[config.mk]
export PLATFORM = sky130hd
export DESIGN_NAME = load_store_unit
export DESIGN_NICKNAME = d
export VERILOG_FILES = /design/src/rtl/load_store_unit.sv
export SDC_FILE = /design/constraint.sdc
export NUM_CORES = 1
export LEC_CHECK = 0
export CORE_MARGIN = 2
export CORE_UTILIZATION = 40
export DETAILED_ROUTE_END_ITERATION = 8
export GPL_ROUTABILITY_DRIVEN = 1
export GPL_TIMING_DRIVEN = 0
export PLACE_DENSITY = 0.63
export SLEW_MARGIN = 20
export SYNTH_ARGS = -nofsm -noshare
export SYNTH_HDL_FRONTEND = slang
export SYNTH_SLANG_ARGS = --single-unit
[constraint.sdc]
create_clock -name clock -period 17.7 [get_ports clock]
set_input_delay 4.425 -clock clock [delete_from_list [all_inputs] [get_ports clock]]
set_output_delay 4.425 -clock clock [all_outputs]
set_load 0.01 [all_outputs]
[src/rtl/load_store_unit.sv]
// Load/store unit: single-outstanding memory-stage initiator for the data RAM.
// Define LSU_MISALIGNED_SPLIT_EN to split misaligned H/W accesses into byte ops; otherwise they fault.
package lsu_pkg;
  localparam int XLEN = 32;
  typedef enum logic [1:0] {
    write_byte     = 2'd0,
    write_halfword = 2'd1,
    write_word     = 2'd2
  } write_width_t;
endpackage

module load_store_unit
  import lsu_pkg::*;
(
  input  logic            clock,
  input  logic            reset,
  input  logic            req_valid,
  output logic            req_ready,
  input  logic            req_store,
  input  logic [2:0]      req_funct3,
  input  logic [XLEN-1:0] req_addr,
  input  logic [XLEN-1:0] req_w_data,
  output logic            resp_valid,
  output logic [XLEN-1:0] resp_data,
  output logic            resp_fault,
  output logic [XLEN-1:0] mem_addr,
  output logic [XLEN-1:0] mem_w_data,
  output write_width_t    mem_w_width,
  output logic            mem_w_enable,
  input  logic [XLEN-1:0] mem_r_data
);

`ifdef LSU_MISALIGNED_SPLIT_EN
  localparam bit SPLIT_EN = 1'b1;
`else
  localparam bit SPLIT_EN = 1'b0;
`endif

  typedef enum logic [1:0] {IDLE, ISSUE, DRAIN} state_t;

  state_t          state_q, state_d;
  logic [1:0]      idx_q, idx_d;
  logic [1:0]      last_idx_q, last_idx_d;
  logic            store_q, store_d;
  logic            split_q, split_d;
  logic [2:0]      funct3_q, funct3_d;
  logic [XLEN-1:0] wdata_q, wdata_d;
  logic [XLEN-1:0] acc_q, acc_d;
  logic            resp_valid_q, resp_valid_d;
  logic            resp_fault_q, resp_fault_d;
  logic [XLEN-1:0] resp_data_q, resp_data_d;
  logic [XLEN-1:0] mem_addr_q, mem_addr_d;
  logic [XLEN-1:0] mem_w_data_q, mem_w_data_d;
  write_width_t    mem_w_width_q, mem_w_width_d;
  logic            mem_w_enable_q, mem_w_enable_d;

  logic            aligned, illegal;
  logic [XLEN-1:0] raw;

  function automatic logic [XLEN-1:0] extend(input logic [2:0] f3, input logic [XLEN-1:0] v);
    case (f3)
      3'b000:  return {{(XLEN-8){v[7]}}, v[7:0]};
      3'b001:  return {{(XLEN-16){v[15]}}, v[15:0]};
      3'b100:  return {{(XLEN-8){1'b0}}, v[7:0]};
      3'b101:  return {{(XLEN-16){1'b0}}, v[15:0]};
      default: return v;
    endcase
  endfunction

  always_comb begin
    state_d        = state_q;
    idx_d          = idx_q;
    last_idx_d     = last_idx_q;
    store_d        = store_q;
    split_d        = split_q;
    funct3_d       = funct3_q;
    wdata_d        = wdata_q;
    acc_d          = acc_q;
    resp_valid_d   = 1'b0;
    resp_fault_d   = 1'b0;
    resp_data_d    = '0;
    mem_addr_d     = mem_addr_q;
    mem_w_data_d   = mem_w_data_q;
    mem_w_width_d  = mem_w_width_q;
    mem_w_enable_d = mem_w_enable_q;
    raw            = mem_r_data;

    aligned = (req_funct3[1:0] == 2'b00) ||
              (req_funct3[1:0] == 2'b01 && !req_addr[0]) ||
              (req_funct3[1:0] == 2'b10 && req_addr[1:0] == 2'b00);
    illegal = (req_funct3 == 3'b011) || (req_funct3[2:1] == 2'b11) ||
              (req_store && req_funct3[2]);

    case (state_q)
      IDLE: begin
        if (req_valid) begin
          if (illegal || (!aligned && !SPLIT_EN)) begin
            resp_valid_d = 1'b1;
            resp_fault_d = 1'b1;
          end else begin
            state_d        = ISSUE;
            store_d        = req_store;
            funct3_d       = req_funct3;
            wdata_d        = req_w_data;
            split_d        = !aligned;
            idx_d          = 2'd0;
            acc_d          = '0;
            mem_addr_d     = req_addr;
            mem_w_enable_d = req_store;
            if (aligned) begin
              last_idx_d = 2'd0;
              case (req_funct3[1:0])
                2'b00: begin
                  mem_w_width_d = write_byte;
                  mem_w_data_d  = {{(XLEN-8){1'b0}}, req_w_data[7:0]};
                end
                2'b01: begin
                  mem_w_width_d = write_halfword;
                  mem_w_data_d  = {{(XLEN-16){1'b0}}, req_w_data[15:0]};
                end
                default: begin
                  mem_w_width_d = write_word;
                  mem_w_data_d  = req_w_data;
                end
              endcase
            end else begin
              last_idx_d    = (req_funct3[1:0] == 2'b01) ? 2'd1 : 2'd3;
              mem_w_width_d = write_byte;
              mem_w_data_d  = {{(XLEN-8){1'b0}}, req_w_data[7:0]};
            end
          end
        end
      end
      ISSUE: begin
        // read data for the previous byte op arrives one cycle after its address
        if (idx_q != 2'd0)
          acc_d[{idx_q - 2'd1, 3'b000} +: 8] = mem_r_data[7:0];
        if (idx_q == last_idx_q) begin
          mem_w_enable_d = 1'b0;
          if (store_q) begin
            state_d      = IDLE;
            resp_valid_d = 1'b1;
          end else begin
            state_d = DRAIN;
          end
        end else begin
          idx_d        = idx_q + 2'd1;
          mem_addr_d   = mem_addr_q + XLEN'(1);
          mem_w_data_d = {{(XLEN-8){1'b0}}, wdata_q[{idx_q + 2'd1, 3'b000} +: 8]};
        end
      end
      DRAIN: begin
        if (split_q) begin
          raw = acc_q;
          raw[{last_idx_q, 3'b000} +: 8] = mem_r_data[7:0];
        end
        resp_data_d  = extend(funct3_q, raw);
        resp_valid_d = 1'b1;
        state_d      = IDLE;
      end
      default: state_d = IDLE;
    endcase
  end

  always_ff @(posedge clock or posedge reset) begin
    if (reset) begin
      state_q        <= IDLE;
      idx_q          <= 2'd0;
      last_idx_q     <= 2'd0;
      store_q        <= 1'b0;
      split_q        <= 1'b0;
      funct3_q       <= 3'b000;
      wdata_q        <= '0;
      acc_q          <= '0;
      resp_valid_q   <= 1'b0;
      resp_fault_q   <= 1'b0;
      resp_data_q    <= '0;
      mem_addr_q     <= '0;
      mem_w_data_q   <= '0;
      mem_w_width_q  <= write_word;
      mem_w_enable_q <= 1'b0;
    end else begin
      state_q        <= state_d;
      idx_q          <= idx_d;
      last_idx_q     <= last_idx_d;
      store_q        <= store_d;
      split_q        <= split_d;
      funct3_q       <= funct3_d;
      wdata_q        <= wdata_d;
      acc_q          <= acc_d;
      resp_valid_q   <= resp_valid_d;
      resp_fault_q   <= resp_fault_d;
      resp_data_q    <= resp_data_d;
      mem_addr_q     <= mem_addr_d;
      mem_w_data_q   <= mem_w_data_d;
      mem_w_width_q  <= mem_w_width_d;
      mem_w_enable_q <= mem_w_enable_d;
    end
  end

  assign req_ready    = (state_q == IDLE);
  assign resp_valid   = resp_valid_q;
  assign resp_fault   = resp_fault_q;
  assign resp_data    = resp_data_q;
  assign mem_addr     = mem_addr_q;
  assign mem_w_data   = mem_w_data_q;
  assign mem_w_width  = mem_w_width_q;
  assign mem_w_enable = mem_w_enable_q;

endmodule

==> reports/metrics.cfg, run 1 <==
[run_status]
status = completed

[floorplanning]
die_area_um2 = 21800
num_rows = 52
start_util_pct = 40.8
die_w_um = 148
dieHeight_um = 148
ios = 205
core_region_area_um2 = 20200

[layout]
fin_nets = 1202
insertedDiodeCount = 0
final_util_pct = 55.8
drive_above_1_share_pct = 7.88
fin_cells = 1374
areaGrowthSynthToFinish_pct = 36.8
fill_cells = 1852

[clock_tree]
root_buffer = clkbuf_16
insertion_delay_ps = 440
cts_buffers = 17
htree_levels = 4
cts.reportedPaths.clkPinSlew_ps = 70
cts_resized = 0
clk_path_buf_depth = 2
hold_buffers = 0
clock_sinks = 175
cts_tree = built
postCtsSetupRepairBufs = 0

[detailed_routing]
vias = 7289
drcViolationCount = 0
antenna_left = 0
totalWireLength_um = 25300
drtPass1Iterations = 6
drt_iter0_drc = 541
vias_per_cell = 5.30
avgRoutedWirePerCell_um = 18.4

[timing]
final-setup-viol-count = 0
hold_viol_final = 0
finalMaxSlewViolations = 0
fin_crit_sh_pct = 35.0
rsz0062_at_grt = no
tns_ps = 0
max_freq_mhz = 161
slew_headroom_pct = 34.3
skew_ps = 12.6
worst_slew_pin_slew_ps = 979
finalWorstSetupSlack_ps = 11500
period_needed_ps = 6200

[placed_design]
dp_hpwl_um = 18000
port-buffer-count = 204
pre_cts_slack_ps = 11120
dp_cells = 1342
gp_congestion = 0.850

[grt]
met3_usage_pct = 5.80
met1_usage_pct = 32.2
grt_max_degree = 92
antenna_found_initial = 1
grt_pass1_wl_um = 40000
met2_usage_pct = 37.4
top_usage_layer = met2
grt-ovfl-total = 0
grt_pass1_vias = 7164
grt.total_usage_pct = 23.4

[yosys]
ys.flop_type = dfrtp_1
synth_nets = 978
synth_cell_types = 61
ys_warn_count = 0
ys_ff_latch = 175
syn_area_um2 = 8250
ys_seq_area_share_pct = 53.1
netlist_instances = 867
synth.avg_cell_area_um2 = 9.52
async_flop_share_pct = 100
synth_edf_count = 0

[critical_path]
cp-startpoint = req_funct3[0]
reg2reg_from = last_idx_q[0]
critPathRequiredTime_ps = 17990
path_max_fanout = 10
arrival_ps = 6490
worstSetupPathType = in -> reg
start_kind = input port
endpoint_kind = flop

[pwr]
peakVddDrop_uv = 69.3
finalPower_mw = 1.50
powerDensity_nw_per_um2 = 133
p_leak_nw = 4.86

[min_path]
min_from = store_q
hp-class = reg -> reg

[run]
cap_violations = 0

## cell usage in the layout (no fill, tap or decap), types with 17 or more instances in the layout
master	n
a31oi_1	19
clkbuf_16	17
clkdlybuf4s50_1	204
o21ai_0	37
mux2i_1	19
clkbuf_1	29
a22o_1	24
buf_2	19
nand3_1	31
nor2_1	52
a21oi_1	89
o22ai_1	17
dfrtp_1	174
nand2_1	204
## worst paths after layout
check,endpoint,slack [ps],cells after the start
max,mem_addr[2],11500,8
min reg2reg,state_q[1],420,1
max in group asynchronous,state_q[1],12380,3
min,state_q[1],420,1
max reg2reg,resp_data[30],14230,11
min in group asynchronous,resp_data[26],4470,2
## kinds of logic (layout without fill, tap and decap cells)
group / after synthesis / after routing / synth area share, %
AO/OA/AOI/OAI: 225 / 225 / 17.0
XOR/XNOR: 2 / 2 / 0.212
buffers and inverters: 71 / 308 / 4.32
adder cells (fa/ha/maj): 8 / 8 / 1.21
AND/OR/NAND/NOR: 359 / 359 / 19.7
flip-flops: 175 / 175 / 53.1
multiplexers: 27 / 27 / 4.49
## layout make-up
cell class,instances,area (um^2),area share [%]
plain buffers,62,315,2.79
multi-input cells,621,3520,31.1
repair buffers,205,2070,18.3
well taps,270,338,2.99
inverters,9,48.8,0.432
clock inverters,15,196,1.74
clock buffers,17,425,3.77
flip-flops and latches,175,4380,38.8
## metrics by stage
stage                     instance area [um^2]  hold slack, ps
final                                    11300             425
after global routing                     11300             431
after CTS                                11300             420
after detailed placement                 10700             412
after global placement                   10600             412
after floorplan                           8250             403
## where the power goes
part           internal, mW  switching [mW]
combinational         0.253           0.229
clock                 0.228           0.176
sequential            0.514          0.0972
## state kept, by name (all words and copies together) (netlist names)
signal        count
acc_q            32
funct3_q          3
idx_q             2
last_idx_q        2
mem_addr         32
mem_w_data       32
mem_w_enable      1
mem_w_width       2
resp_data        32
resp_fault        1
resp_valid        1
state_q           2
store_q           1
wdata_q          32
## routing by layer
layer | share of wire, % | up-vias
met4 | 1.1 | 0
met3 | 6.6 | 25
li1 | - | 3505
met2 | 47 | 195
met1 | 45 | 3564
met5 | 0 | -
## worst max-delay path, cell delays in order
cell and delay (ps):
clkdlybuf4s50_1 510, nor4_1 480, o21bai_1 190, o21a_1 160, buf_6 140, clkbuf_1 270, o21ai_0 220, o21ai_0 100
## cell usage after synthesis, types with 2 or more instances
library cell    n  area, um^2
buf_4           6        45.0
ha_1            8         100
clkbuf_1       29         109
o22ai_1        17         106
nand2b_1       11        68.8
dfrtp_1       174        4350
mux2i_1        19         190
buf_1           2        7.51
and2_1         10        62.6
o21ai_0        37         185
inv_1           8        30.0
nand2_1       204         766
and3_2          2        15.0
buf_2          19        95.1
nor2b_1        11        68.8
a31oi_1        19         119
o21bai_1        2        15.0
nand3_1        31         155
and3_1          3        18.8
and4_2          3        30.0
and4_1          5        43.8
a21oi_1        89         445
nor2_1         52         195
a41oi_1         2        17.5
nor3_1          3        15.0
a22o_1         24         210
o31ai_1         3        22.5
mux4_2          8         180
nor4_2          2        25.0
nand4_1        12        75.1
o21a_1          2        15.0
a21o_1          2        15.0
o32ai_1         3        26.3
a2bb2oi_1       8        70.1
xor2_1          2        17.5
o22a_1          5        43.8
or3_1           2        12.5
nor4_1          2        12.5
buf_6           4        45.0
(Power assumes the default switching activity.)
==> run 2, diff against run 1 <==
==> constraint.sdc (replaced) <==
create_clock -name clock -period 6.3 [get_ports clock]
set_input_delay 1.575 -clock clock [delete_from_list [all_inputs] [get_ports clock]]
set_output_delay 1.575 -clock clock [all_outputs]
set_load 0.01 [all_outputs]
==> reports/metrics.cfg, run 2 (synthesis results as in run 1) <==
[run_status]
status = completed

[critical_path]
path_cells = buf_2 -> inv_1 -> clkbuf_1 -> clkbuf_1 -> ha_1 -> and4b_1 -> o21ai_0 -> a311oi_1 -> o21bai_1 -> buf_2 -> a21oi_1
worstSetupPathType = reg -> reg
endpoint_kind = flop
reg2reg_from = last_idx_q[0]
critPathSlowestCell = clkbuf_1
cp-startpoint = last_idx_q[0]
crit_family = buffers and inverters
critPathBufInv = 5
arrival_ps = 3740
critPathRequiredTime_ps = 6600
path_max_fanout = 10
slowest_delay_ps = 470
start_kind = flop

[grt]
grt_pass1_vias = 7323
antenna_found_initial = 2
grt-ovfl-total = 0
grt_pass1_wl_um = 41000
grt.total_usage_pct = 24.1
grt_max_degree = 35

[clock_tree]
cts_tree = built
htree_levels = 4
postCtsSetupRepairBufs = 0
hold_buffers = 0
cts.reportedPaths.clkPinSlew_ps = 70
insertion_delay_ps = 450
clock_sinks = 175
cts_resized = 0
clk_path_buf_depth = 2
root_buffer = clkbuf_16
cts_buffers = 17

[floorplanning]
dieHeight_um = 148
ios = 205
die_w_um = 148
start_util_pct = 40.8
die_area_um2 = 21800
num_rows = 52
core_region_area_um2 = 20200

[timing]
slew_headroom_pct = 31.4
final-setup-viol-count = 0
worst_slew_pin_slew_ps = 1020
period_needed_ps = 3450
rsz0062_at_grt = no
tns_ps = 0
hold_viol_final = 0
finalMaxSlewViolations = 0
skew_ps = 18.7
fin_crit_sh_pct = 54.7
finalWorstSetupSlack_ps = 2850
max_freq_mhz = 290

[placed_design]
pre_cts_slack_ps = 2540
port-buffer-count = 204
gp_congestion = 0.849
dp_hpwl_um = 18400

[layout]
fin_nets = 1207
mostFrequentLayoutCells = nand2_1, clkdlybuf4s50_1, dfrtp_1, a21oi_1, nor2_1
areaGrowthSynthToFinish_pct = 37.8
fill_cells = 1828
drive_above_1_share_pct = 8.30

[detailed_routing]
totalWireLength_um = 25500
vias = 7372
drcViolationCount = 0
vias_per_cell = 5.34
drt_iter0_drc = 628
avgRoutedWirePerCell_um = 18.5
drtPass1Iterations = 5
antenna_left = 0

[pwr]
peakVddDrop_uv = 200
powerDensity_nw_per_um2 = 368
p_leak_nw = 4.90

[run]
cap_violations = 0

[min_path]
hp-class = reg -> reg
min_from = store_q

## run 2: area by class of cell
class,count,area [um^2],area share [%]
Antenna cell,1,2.50,0.0220
Buffer,62,315,2.77
Clock buffer,18,439,3.86
Clock inverter,14,169,1.48
Inverter,9,45.0,0.396
Multi-Input combinational cell,621,3520,30.9
Sequential cell,175,4380,38.5
Tap cell,270,338,2.97
Timing Repair Buffer,210,2170,19.1
## run 2: final timing paths
check,endpoint,slack (ps),cells after the start
worst max-delay path,resp_data[22],2850,11
worst min-delay path,state_q[1],430,1
worst max register to register,resp_data[22],2850,11
worst min register to register,state_q[1],430,1
max in group asynchronous,wdata_q[21],3780,5
min in group asynchronous,resp_data[20],1560,2
## run 2: through the flow
stage                     util (%)  cell area, um^2  hold slack (ps)  total power [mW]  std cells
after floorplan                  -             8260              403              2.36        867
after global placement        52.6            10600              409              3.07       1341
after detailed placement      53.2            10800              410              3.10       1347
after CTS                     56.2            11400              417              4.21       1379
after global routing          56.2            11400              428              4.43       1379
final                         56.2            11400              430              4.19       1380
## run 2: layer usage
metal  share of wire, %  vias up  track usage [%]
met3                6.5       33             5.74
met4                1.8        0             7.45
li1                   -     3513                -
met1                 46     3584             34.0
met5                  0        -                0
met2                 46      242             37.0
## run 2: power breakdown
group	switching, mW	total (mW)	internal (mW)	leakage [nW]
combinational	0.648	1.37	0.717	2.36
clock	0.494	1.11	0.611	0.296
sequential	0.272	1.72	1.45	2.25
